==> src/rtl/game_event_logger_if.sv <==
// rtl/game_event_logger_if.sv - record stream between the event logger and its consumer
interface game_event_logger_if #(
    parameter int DATA_W = 16
);
    logic              out_valid;
    logic [DATA_W-1:0] out_data;
    logic              out_ready;

    modport master (output out_valid, output out_data, input out_ready);
    modport slave  (input out_valid, input out_data, output out_ready);
endinterface

==> src/rtl/game_event_logger.sv <==
// rtl/game_event_logger.sv - timestamps game-state events into a show-ahead FIFO with tallies
module game_event_logger #(
    parameter int DEPTH = 8,
    parameter int TS_W  = 12,
    parameter int CNT_W = 8
) (
    input  logic                     clk,
    input  logic                     reset,
    input  logic                     win,
    input  logic                     los,
    input  logic                     gameover,
    input  logic [1:0]               who,
    input  logic                     log_en,
    input  logic                     clr,
    game_event_logger_if.master      out_if,
    output logic [$clog2(DEPTH):0]   fill_level,
    output logic                     overflow,
    output logic [CNT_W-1:0]         drop_cnt,
    output logic [CNT_W-1:0]         win_matches,
    output logic [CNT_W-1:0]         loss_matches
);
    localparam int AW    = $clog2(DEPTH);
    localparam int REC_W = TS_W + 4;
    localparam logic [AW:0]      FULL_CNT = (AW + 1)'(DEPTH);
    localparam logic [CNT_W-1:0] CNT_MAX  = {CNT_W{1'b1}};

    logic [REC_W-1:0] r_mem [DEPTH];
    logic [AW-1:0]    r_wr_ptr;
    logic [AW-1:0]    r_rd_ptr;
    logic [AW:0]      r_count;
    logic [TS_W-1:0]  r_ts;
    logic             r_overflow;
    logic [CNT_W-1:0] r_drop_cnt;
    logic [CNT_W-1:0] r_win_cnt;
    logic [CNT_W-1:0] r_loss_cnt;

    logic             w_event;
    logic [1:0]       w_type;
    logic [1:0]       w_who;
    logic [REC_W-1:0] w_rec;
    logic             w_empty;
    logic             w_full;
    logic             w_pop;
    logic             w_push;
    logic             w_drop;

    // gameover masks a coincident win/los so only one record is produced per cycle
    always_comb begin
        w_type = 2'b00;
        w_who  = 2'b00;
        if (gameover) begin
            w_type = 2'b11;
            w_who  = who;
        end else if (win) begin
            w_type = 2'b10;
        end else if (los) begin
            w_type = 2'b01;
        end
    end

    assign w_event = gameover | win | los;
    assign w_rec   = {w_type, w_who, r_ts};
    assign w_empty = (r_count == '0);
    assign w_full  = (r_count == FULL_CNT);
    assign w_pop   = ~w_empty & out_if.out_ready;
    assign w_push  = w_event & log_en & (~w_full | w_pop);
    assign w_drop  = w_event & log_en & w_full & ~w_pop;

    assign out_if.out_valid = ~w_empty;
    assign out_if.out_data  = w_empty ? '0 : r_mem[r_rd_ptr];
    assign fill_level       = r_count;
    assign overflow         = r_overflow;
    assign drop_cnt         = r_drop_cnt;
    assign win_matches      = r_win_cnt;
    assign loss_matches     = r_loss_cnt;

    always_ff @(posedge clk or negedge reset) begin
        if (!reset) begin
            for (int i = 0; i < DEPTH; i++) r_mem[i] <= '0;
            r_wr_ptr   <= '0;
            r_rd_ptr   <= '0;
            r_count    <= '0;
            r_ts       <= '0;
            r_overflow <= 1'b0;
            r_drop_cnt <= '0;
            r_win_cnt  <= '0;
            r_loss_cnt <= '0;
        end else if (clr) begin
            for (int i = 0; i < DEPTH; i++) r_mem[i] <= '0;
            r_wr_ptr   <= '0;
            r_rd_ptr   <= '0;
            r_count    <= '0;
            r_ts       <= '0;
            r_overflow <= 1'b0;
            r_drop_cnt <= '0;
            r_win_cnt  <= '0;
            r_loss_cnt <= '0;
        end else begin
            r_ts <= r_ts + TS_W'(1);

            if (w_push) begin
                r_mem[r_wr_ptr] <= w_rec;
                r_wr_ptr        <= r_wr_ptr + AW'(1);
            end
            if (w_pop) begin
                r_rd_ptr <= r_rd_ptr + AW'(1);
            end

            case ({w_push, w_pop})
                2'b10:   r_count <= r_count + (AW + 1)'(1);
                2'b01:   r_count <= r_count - (AW + 1)'(1);
                default: r_count <= r_count;
            endcase

            if (w_drop) begin
                r_overflow <= 1'b1;
                if (r_drop_cnt != CNT_MAX) r_drop_cnt <= r_drop_cnt + CNT_W'(1);
            end

            // tallies follow every logged gameover cycle, even when its record is dropped
            if (gameover && log_en) begin
                if (who == 2'b10 && r_win_cnt != CNT_MAX)  r_win_cnt  <= r_win_cnt + CNT_W'(1);
                if (who == 2'b01 && r_loss_cnt != CNT_MAX) r_loss_cnt <= r_loss_cnt + CNT_W'(1);
            end
        end
    end
endmodule

==> src/flat_wrapper.sv <==
// flat-port wrapper written by rule: the top's interface ports become plain ports
module game_event_logger_flat 
#(
    parameter int DEPTH = 8,
    parameter int TS_W  = 12,
    parameter int CNT_W = 8
)
  (clk, reset, win, los, gameover, who, log_en, clr, fill_level, overflow, drop_cnt, win_matches, loss_matches, out_if_out_valid, out_if_out_data, out_if_out_ready);
  game_event_logger_if #(.DATA_W((TS_W + 4))) out_if_i ();
  input  logic clk;
  input  logic reset;
  input  logic win;
  input  logic los;
  input  logic gameover;
  input  logic [1:0] who;
  input  logic log_en;
  input  logic clr;
  output logic [$clog2(DEPTH):0] fill_level;
  output logic overflow;
  output logic [CNT_W-1:0] drop_cnt;
  output logic [CNT_W-1:0] win_matches;
  output logic [CNT_W-1:0] loss_matches;
  output wire logic [$bits(out_if_i.out_valid)-1:0] out_if_out_valid;
  output wire logic [$bits(out_if_i.out_data)-1:0] out_if_out_data;
  input wire logic [$bits(out_if_i.out_ready)-1:0] out_if_out_ready;
  assign out_if_out_valid = out_if_i.out_valid;
  assign out_if_out_data = out_if_i.out_data;
  assign out_if_i.out_ready = out_if_out_ready;
  game_event_logger #(.DEPTH(DEPTH), .TS_W(TS_W), .CNT_W(CNT_W)) u_core (.clk(clk), .reset(reset), .win(win), .los(los), .gameover(gameover), .who(who), .log_en(log_en), .clr(clr), .out_if(out_if_i), .fill_level(fill_level), .overflow(overflow), .drop_cnt(drop_cnt), .win_matches(win_matches), .loss_matches(loss_matches));
endmodule
==> config.mk <==
export PLATFORM = sky130hd
export DESIGN_NAME = game_event_logger_flat
export DESIGN_NICKNAME = d
export VERILOG_FILES = /design/src/rtl/game_event_logger_if.sv /design/src/rtl/game_event_logger.sv /design/src/flat_wrapper.sv
export SDC_FILE = /design/constraint.sdc
export NUM_CORES = 1
export LEC_CHECK = 0
export ABC_AREA = 1
export BUFFER_PORTS_ARGS = -buffer_cell sky130_fd_sc_hd__buf_4
export CORE_MARGIN = 3
export CORE_UTILIZATION = 33
export CTS_CLUSTER_DIAMETER = 150
export DETAILED_ROUTE_END_ITERATION = 8
export GPL_TIMING_DRIVEN = 0
export PLACE_DENSITY = 0.53
export SETUP_SLACK_MARGIN = 0.15
export SYNTH_ARGS = -nofsm -noshare
export SYNTH_HDL_FRONTEND = slang
export SYNTH_SLANG_ARGS = --single-unit
export TNS_END_PERCENT = 50
==> constraint.sdc <==
create_clock -name clk -period 2.6 [get_ports clk]
set_input_delay 0.26 -clock clk [delete_from_list [all_inputs] [get_ports clk]]
set_output_delay 0.26 -clock clk [all_outputs]
set_load 0.02 [all_outputs]
Yosys cells after proc, flatten, opt, wreduce, memory -nomap -nowiden. Index checks and enable logic that the tools add are counted. Widths: inputs -> output; s select.

Register bits after elaboration: 175. Output and inout bits: 46. Logic and storage cells: 95.

$add $sub $neg: 8. $lt $le $gt $ge: 3. Eq/ne operators: 8. Mux-type cells: 31. Bitwise gates (word level): 13. Reduce and logical (&&, ||, !) cells: 16.

Operators with widths (number): $mux 128 (2); $bwmux 128 (1); $mux 8 (9); $mux 16 (4); $bmux 16 s3 (1); $demux 16 s3 (1); $add 8x1->8 const B (3); $ne 8x8->1 const B (3); $reduce_bool 2->1 (7); $add 12x1->12 const B (1); $mux 12 (1); $mux 3 (4); $ge 4x4->1 const B (2); $not 3->4 (2); $pmux 4 s2 (1); $add 3x1->3 const B (2); $mux 2 (3); $reduce_and 2->1 (3); $and 1x1->1 (5); $add 4x1->4 const B (1); $eq 2x1->1 const B (2); $eq 2x2->1 const B (2); $eq 4x4->1 const B (1); $logic_and 1x1->1 (4); other kinds (8) (14).

Longest topological paths before layout.
Word-level depth: 8. Gate-level depth with buffers: 14.

Worst setup path before layout. No wires, ideal clock.

Path type: register to register. Start point: register u_core.r_count[0] (netlist: u_core.fill_level[0]). End point: register u_core.r_count[3] (netlist: u_core.fill_level[3]). Setup time: 0.117 ns. Arrival time: 1.892 ns. Required time: 2.483 ns. Slack: 0.590 ns. Stages on the path, launching flop included: 15. Buffers on the path: 0. Clock period less this slack: 2.010 ns. Cells stage by stage: dfrtp_1 -> nor2_1 -> nand2_2 -> nand2_2 -> inv_1 -> nand2_1 -> inv_1 -> ha_1 -> nand2_1 -> inv_1 -> nand3_1 -> nand2_1 -> nand2_1 -> nand3_1 -> nand2_1.

Cells in the longest elaborated chain, start to end: 8.

RTL lines: start, declared (line game_event_logger.sv:30) `logic [AW:0] r_count;`; start signal, assigned (line game_event_logger.sv:110) `2'b10: r_count <= r_count + (AW + 1)'(1);`; start signal, assigned (line game_event_logger.sv:111) `2'b01: r_count <= r_count - (AW + 1)'(1);`; start signal, assigned (line game_event_logger.sv:112) `default: r_count <= r_count;`; $logic_not 4->1 (line game_event_logger.sv:63) `assign w_empty = (r_count == '0);`; $not 1->1 (line game_event_logger.sv:65) `assign w_pop = ~w_empty & out_if.out_ready;`; $and 1x1->1 (line game_event_logger.sv:65); $or 1x1->1 (line game_event_logger.sv:66) `assign w_push = w_event & log_en & (~w_full | w_pop);`; $and 1x1->1 (line game_event_logger.sv:66); $eq 2x1->1 / $eq 2x2->1 (equally long branches) (line game_event_logger.sv:109) `case ({w_push, w_pop})`; $pmux 4 s2 (line game_event_logger.sv:109); $mux 4 (line game_event_logger.sv:88) `end else if (clr) begin`.

Parallel ways exist; a longest one is shown, timed or not. A chain may end at the register's enable or synchronous reset.

Worst setup path after layout.
Start point: register u_core.r_rd_ptr[1]. End point: output port out_if_out_data[15].

Cells in the longest elaborated chain, start to end: 5.

RTL lines: start, declared (line game_event_logger.sv:29) `logic [AW-1:0] r_rd_ptr;`; start signal, assigned (line game_event_logger.sv:106) `r_rd_ptr <= r_rd_ptr + AW'(1);`; $not 3->4 (implied by the code) (line game_event_logger.sv:70) `assign out_if.out_data = w_empty ? '0 : r_mem[r_rd_ptr];`; $bmux 16 s3 (line game_event_logger.sv:70); $mux 16 (implied by the code) (2 in a row) (line game_event_logger.sv:70); $mux 16 (line game_event_logger.sv:70); end, declared (line flat_wrapper.sv:24) `output wire logic [$bits(out_if_i.out_data)-1:0] out_if_out_data;`.

Every way passes these cells. The select of a mux whose other input is x is not followed.

==> key figures <==
Final layout
  • Core Util, Final: 0.409
  • Area growth, synth to finish: 20.3%
  • Fraction of layout instances using a drive strength above 1: 0.181
  • Antenna diodes: 0
  • Post-route cell area: 10,100 µm²
  • Fin nets: 1,071

Synth
  • Ys async rst share: 1.00
  • Post-synth EDFFs: 0
  • Synth Net Count: 991
  • Unique masters post-synth: 41
  • Post-synthesis adder-cell area fraction: 0.0119
  • Post-synth top area share: 0.522
  • Largest cells by area after synthesis: dfrtp_1 52%, o21ai_0 8.2%, nand3_1 6.2%
  • FF+latch count, synth: 175
  • Synthesis Warnings: 0
  • Register area share after synthesis: 0.522
  • Cell taking the most area after synthesis: dfrtp_1
  • Xor/xnor share of the synthesized area: 0.00522
  • Mean Syn Cell Area: 8.62 µm²
  • Main combinational cell family by area after synthesis: compound AO/OA/AOI/OAI gates
  • Synthesized area: 8390 µm²
  • Synth Instances: 973
  • Mux share of post-synthesis cell area: 0
  • Simple-gate share of the synthesized area: 0.160
  • Post-synthesis compound-gate area fraction: 0.214
  • Primary FF master, synth: dfrtp_1

Routing
  • Vias: 7,410
  • Wire per inst: 19.7 µm
  • Avg Vias per Cell: 5.33
  • DRC Markers: 0
  • Final wirelength: 27,400 µm
  • Antenna-violating nets left: 0
  • First-pass iteration count of the detailed router: 5
  • Initial DRC Count: 595

Critical path
  • CP arrival: 2.22 ns
  • Req. time, crit path: 2.34 ns
  • Reg-to-reg slack, setup: 0.36 ns
  • Worst r2r src: u_core.fill_level[0]$_DFFE_PN0P_
  • Worst Path Class, Setup: flip-flop to output pin
  • Worst-path fanout max: 5
  • CP Capture Type: output pin
  • Path depth of the worst reg2reg path: 14
  • Critical R2R Capture: u_core.fill_level[3]$_DFFE_PN0P_
  • Crit path launch type: flip-flop

Clock tree
  • TritonCTS Sinks: 175
  • CTS tree: yes
  • # H-tree levels: 4
  • Clock latency at the later pin of the worst-skew pair: 0.44 ns
  • Worst-path clk slew: 0.07 ns
  • Root Driver: clkbuf_16
  • CTS Buf Count: 17
  • CTS Buffer Depth: 2

Min path
  • Worst Hold End: u_core.r_ts[6]$_DFF_PN0_
  • Worst min-delay path category: primary input to flip-flop
  • WHS Path Cells: 4
  • Hold Startpoint: clr

Timing
  • Worst relative slew slack: 0.304
  • Min Tclk post-route: 2.48 ns
  • Final setup vio count: 0
  • Worst-margin pin slew: 1.04 ns
  • F_max: 404 MHz
  • Pins Over Slew Limit: 0
  • Final hold vios: 0
  • Layout Skew: 0.0143 ns
  • Worst hold slack: 0.124 ns
  • RSZ-0062 raised after global routing: yes
  • Setup TNS: 0 ns
  • Final period util: 0.952

Die
  • Die Y-Extent: 165 µm
  • IO Count: 56
  • Cell Rows: 57
  • Starting Density: 0.340
  • DIE AREA: 27,400 µm²
  • Core footprint: 24,700 µm²
  • Die X: 165 µm

Placement
  • Final Wtd Congestion: 0.897
  • HPWL after DPL: 18,800 µm
  • Port Buffers: 55
  • Dpl cell area: 9240 µm²

Power and ir drop
  • Final Power: 8.06 mW
  • Pleak: 4.31 nW
  • Max IR drop VDD: 394 µV
  • Pwr dens: 799 nW/µm²

Global routing
  • Number of antenna violations at the first check in global routing: 1
  • Routing usage on met3: 0.0474
  • Top Usage Layer GRT: met2
  • First-pass GRT wire length: 42,400 µm
  • Met1 GRT Util: 0.295
  • Met2 Use GR: 0.316
  • Overall routing resource usage: 0.207
  • Largest net degree at the start of global routing: 89
  • Grt ovf: 0
  • Number of global-route vias before repair: 7,277

Run status
  • Outcome: finished, final reports clean

Job
  • Max Cap Violations: 0
[critical path, stage by stage (launching register included)]
cell and delay, ns:
dfrtp_1 0.41, buf_8 0.15, clkinvlp_4 0.16, buf_4 0.19, a21oi_1 0.13, o21ai_0 0.11, nand3_1 0.10, nand2_1 0.07
a31oi_2 0.27, buf_4 0.20
[stage by stage]
stage / instances / worst slack, ns
6_report: 1390 / 0.124
2_1_floorplan: 973 / 0.590
3_5_place_dp: 1353 / 0.132
5_1_grt: 1390 / 0.00786
3_3_place_gp: 1352 / 0.0332
4_1_cts: 1389 / 0.135
[repair_timing]
item | 4_1_cts | 5_1_grt
gates cloned | 0 | 1
hold endpoints to repair | 87 | 0
gates resized for setup | 38 | 47
hold buffers | 1 | 0
endpoints found under the setup margin | 16 | 17
buffers inserted | 3 | 0
pin swaps | 2 | 3
[cell usage after synthesis, types with 5 or more instances]
cell type  count
a21oi_1       82
a31oi_1       17
buf_1          8
buf_2         13
clkbuf_1      31
dfrtp_1      175
ha_1           8
inv_1        110
nand2_1       94
nand2_2       10
nand3_1      104
nand3_2        5
nand4_1        5
nor2_1        44
nor3_1        10
o21ai_0      138
o21ai_1       15
o22ai_1       64
[where the power goes]
part           switching, mW  leakage [nW]  internal, mW
sequential            0.0924          2.43          2.80
combinational           1.72          1.60         0.869
clock                   1.27         0.282          1.31
[cell type report]
| class | instances | area (µm²) |
|---|---|---|
| plain buffers | 60 | 375 |
| clock buffers | 19 | 443 |
| clock inverters | 13 | 133 |
| fillers | 2557 | 14600 |
| inverters | 114 | 435 |
| multi-input cells | 624 | 3430 |
| flip-flops and latches | 175 | 4380 |
| well taps | 324 | 405 |
| repair buffers | 61 | 489 |
[cells by family (layout without fill, tap and decap cells)]
logic type / count (synthesis) / count (layout)
AO/OA/AOI/OAI: 329 / 329
XOR/XNOR: 5 / 5
adder cells (fa/ha/maj): 8 / 8
buffers and inverters: 174 / 267
flip-flops: 175 / 175
AND/OR/NAND/NOR: 282 / 282
[flip-flops by register name (all words and copies together), names as in the netlist]
signal,flops
u_core.drop_cnt,8
u_core.r_mem,128
u_core.loss_matches,8
u_core.r_ts,12
u_core.win_matches,8
u_core.r_wr_ptr,3
u_core.overflow,1
u_core.fill_level,4
u_core.r_rd_ptr,3
[placed cells by master (no fill, tap or decap), drive strengths merged, types with 3 or more instances in the layout]
cell	n
a21oi	83
a31oi	17
buf	90
clkbuf	49
clkinv	3
dfrtp	175
ha	8
inv	122
nand2	108
nand3	109
nand4	6
nor2	46
nor3	11
o21a	3
o21ai	156
o22ai	64
xor2	4
[metal layers]
| metal | wire (µm) | part of all wire | vias to the layer above |
|---|---|---|---|
| li1 | - | - | 3512 |
| met1 | 12700 | 0.46 | 3649 |
| met2 | 12500 | 0.46 | 191 |
| met3 | 1510 | 0.055 | 56 |
| met4 | 712 | 0.026 | 2 |
| met5 | 13 | 0.00048 | - |
[worst max path at each step]
stage / from / end / slack, ns / cells past startpoint
3_3_place_gp: reset / u_core.r_mem[103]$_DFFE_PN0P_ / 0.03 / 1
3_5_place_dp: u_core.r_rd_ptr[1]$_DFFE_PN0P_ / out_if_out_data[4] / 0.13 / 9
2_1_floorplan: u_core.fill_level[0]$_DFFE_PN0P_ / u_core.fill_level[3]$_DFFE_PN0P_ / 0.59 / 14
6_report: u_core.r_rd_ptr[1]$_DFFE_PN0P_ / out_if_out_data[15] / 0.12 / 9
4_1_cts: u_core.r_rd_ptr[1]$_DFFE_PN0P_ / out_if_out_data[3] / 0.14 / 9
5_1_grt: u_core.r_rd_ptr[1]$_DFFE_PN0P_ / out_if_out_data[15] / 0.008 / 9
(Power assumes the default switching activity.)
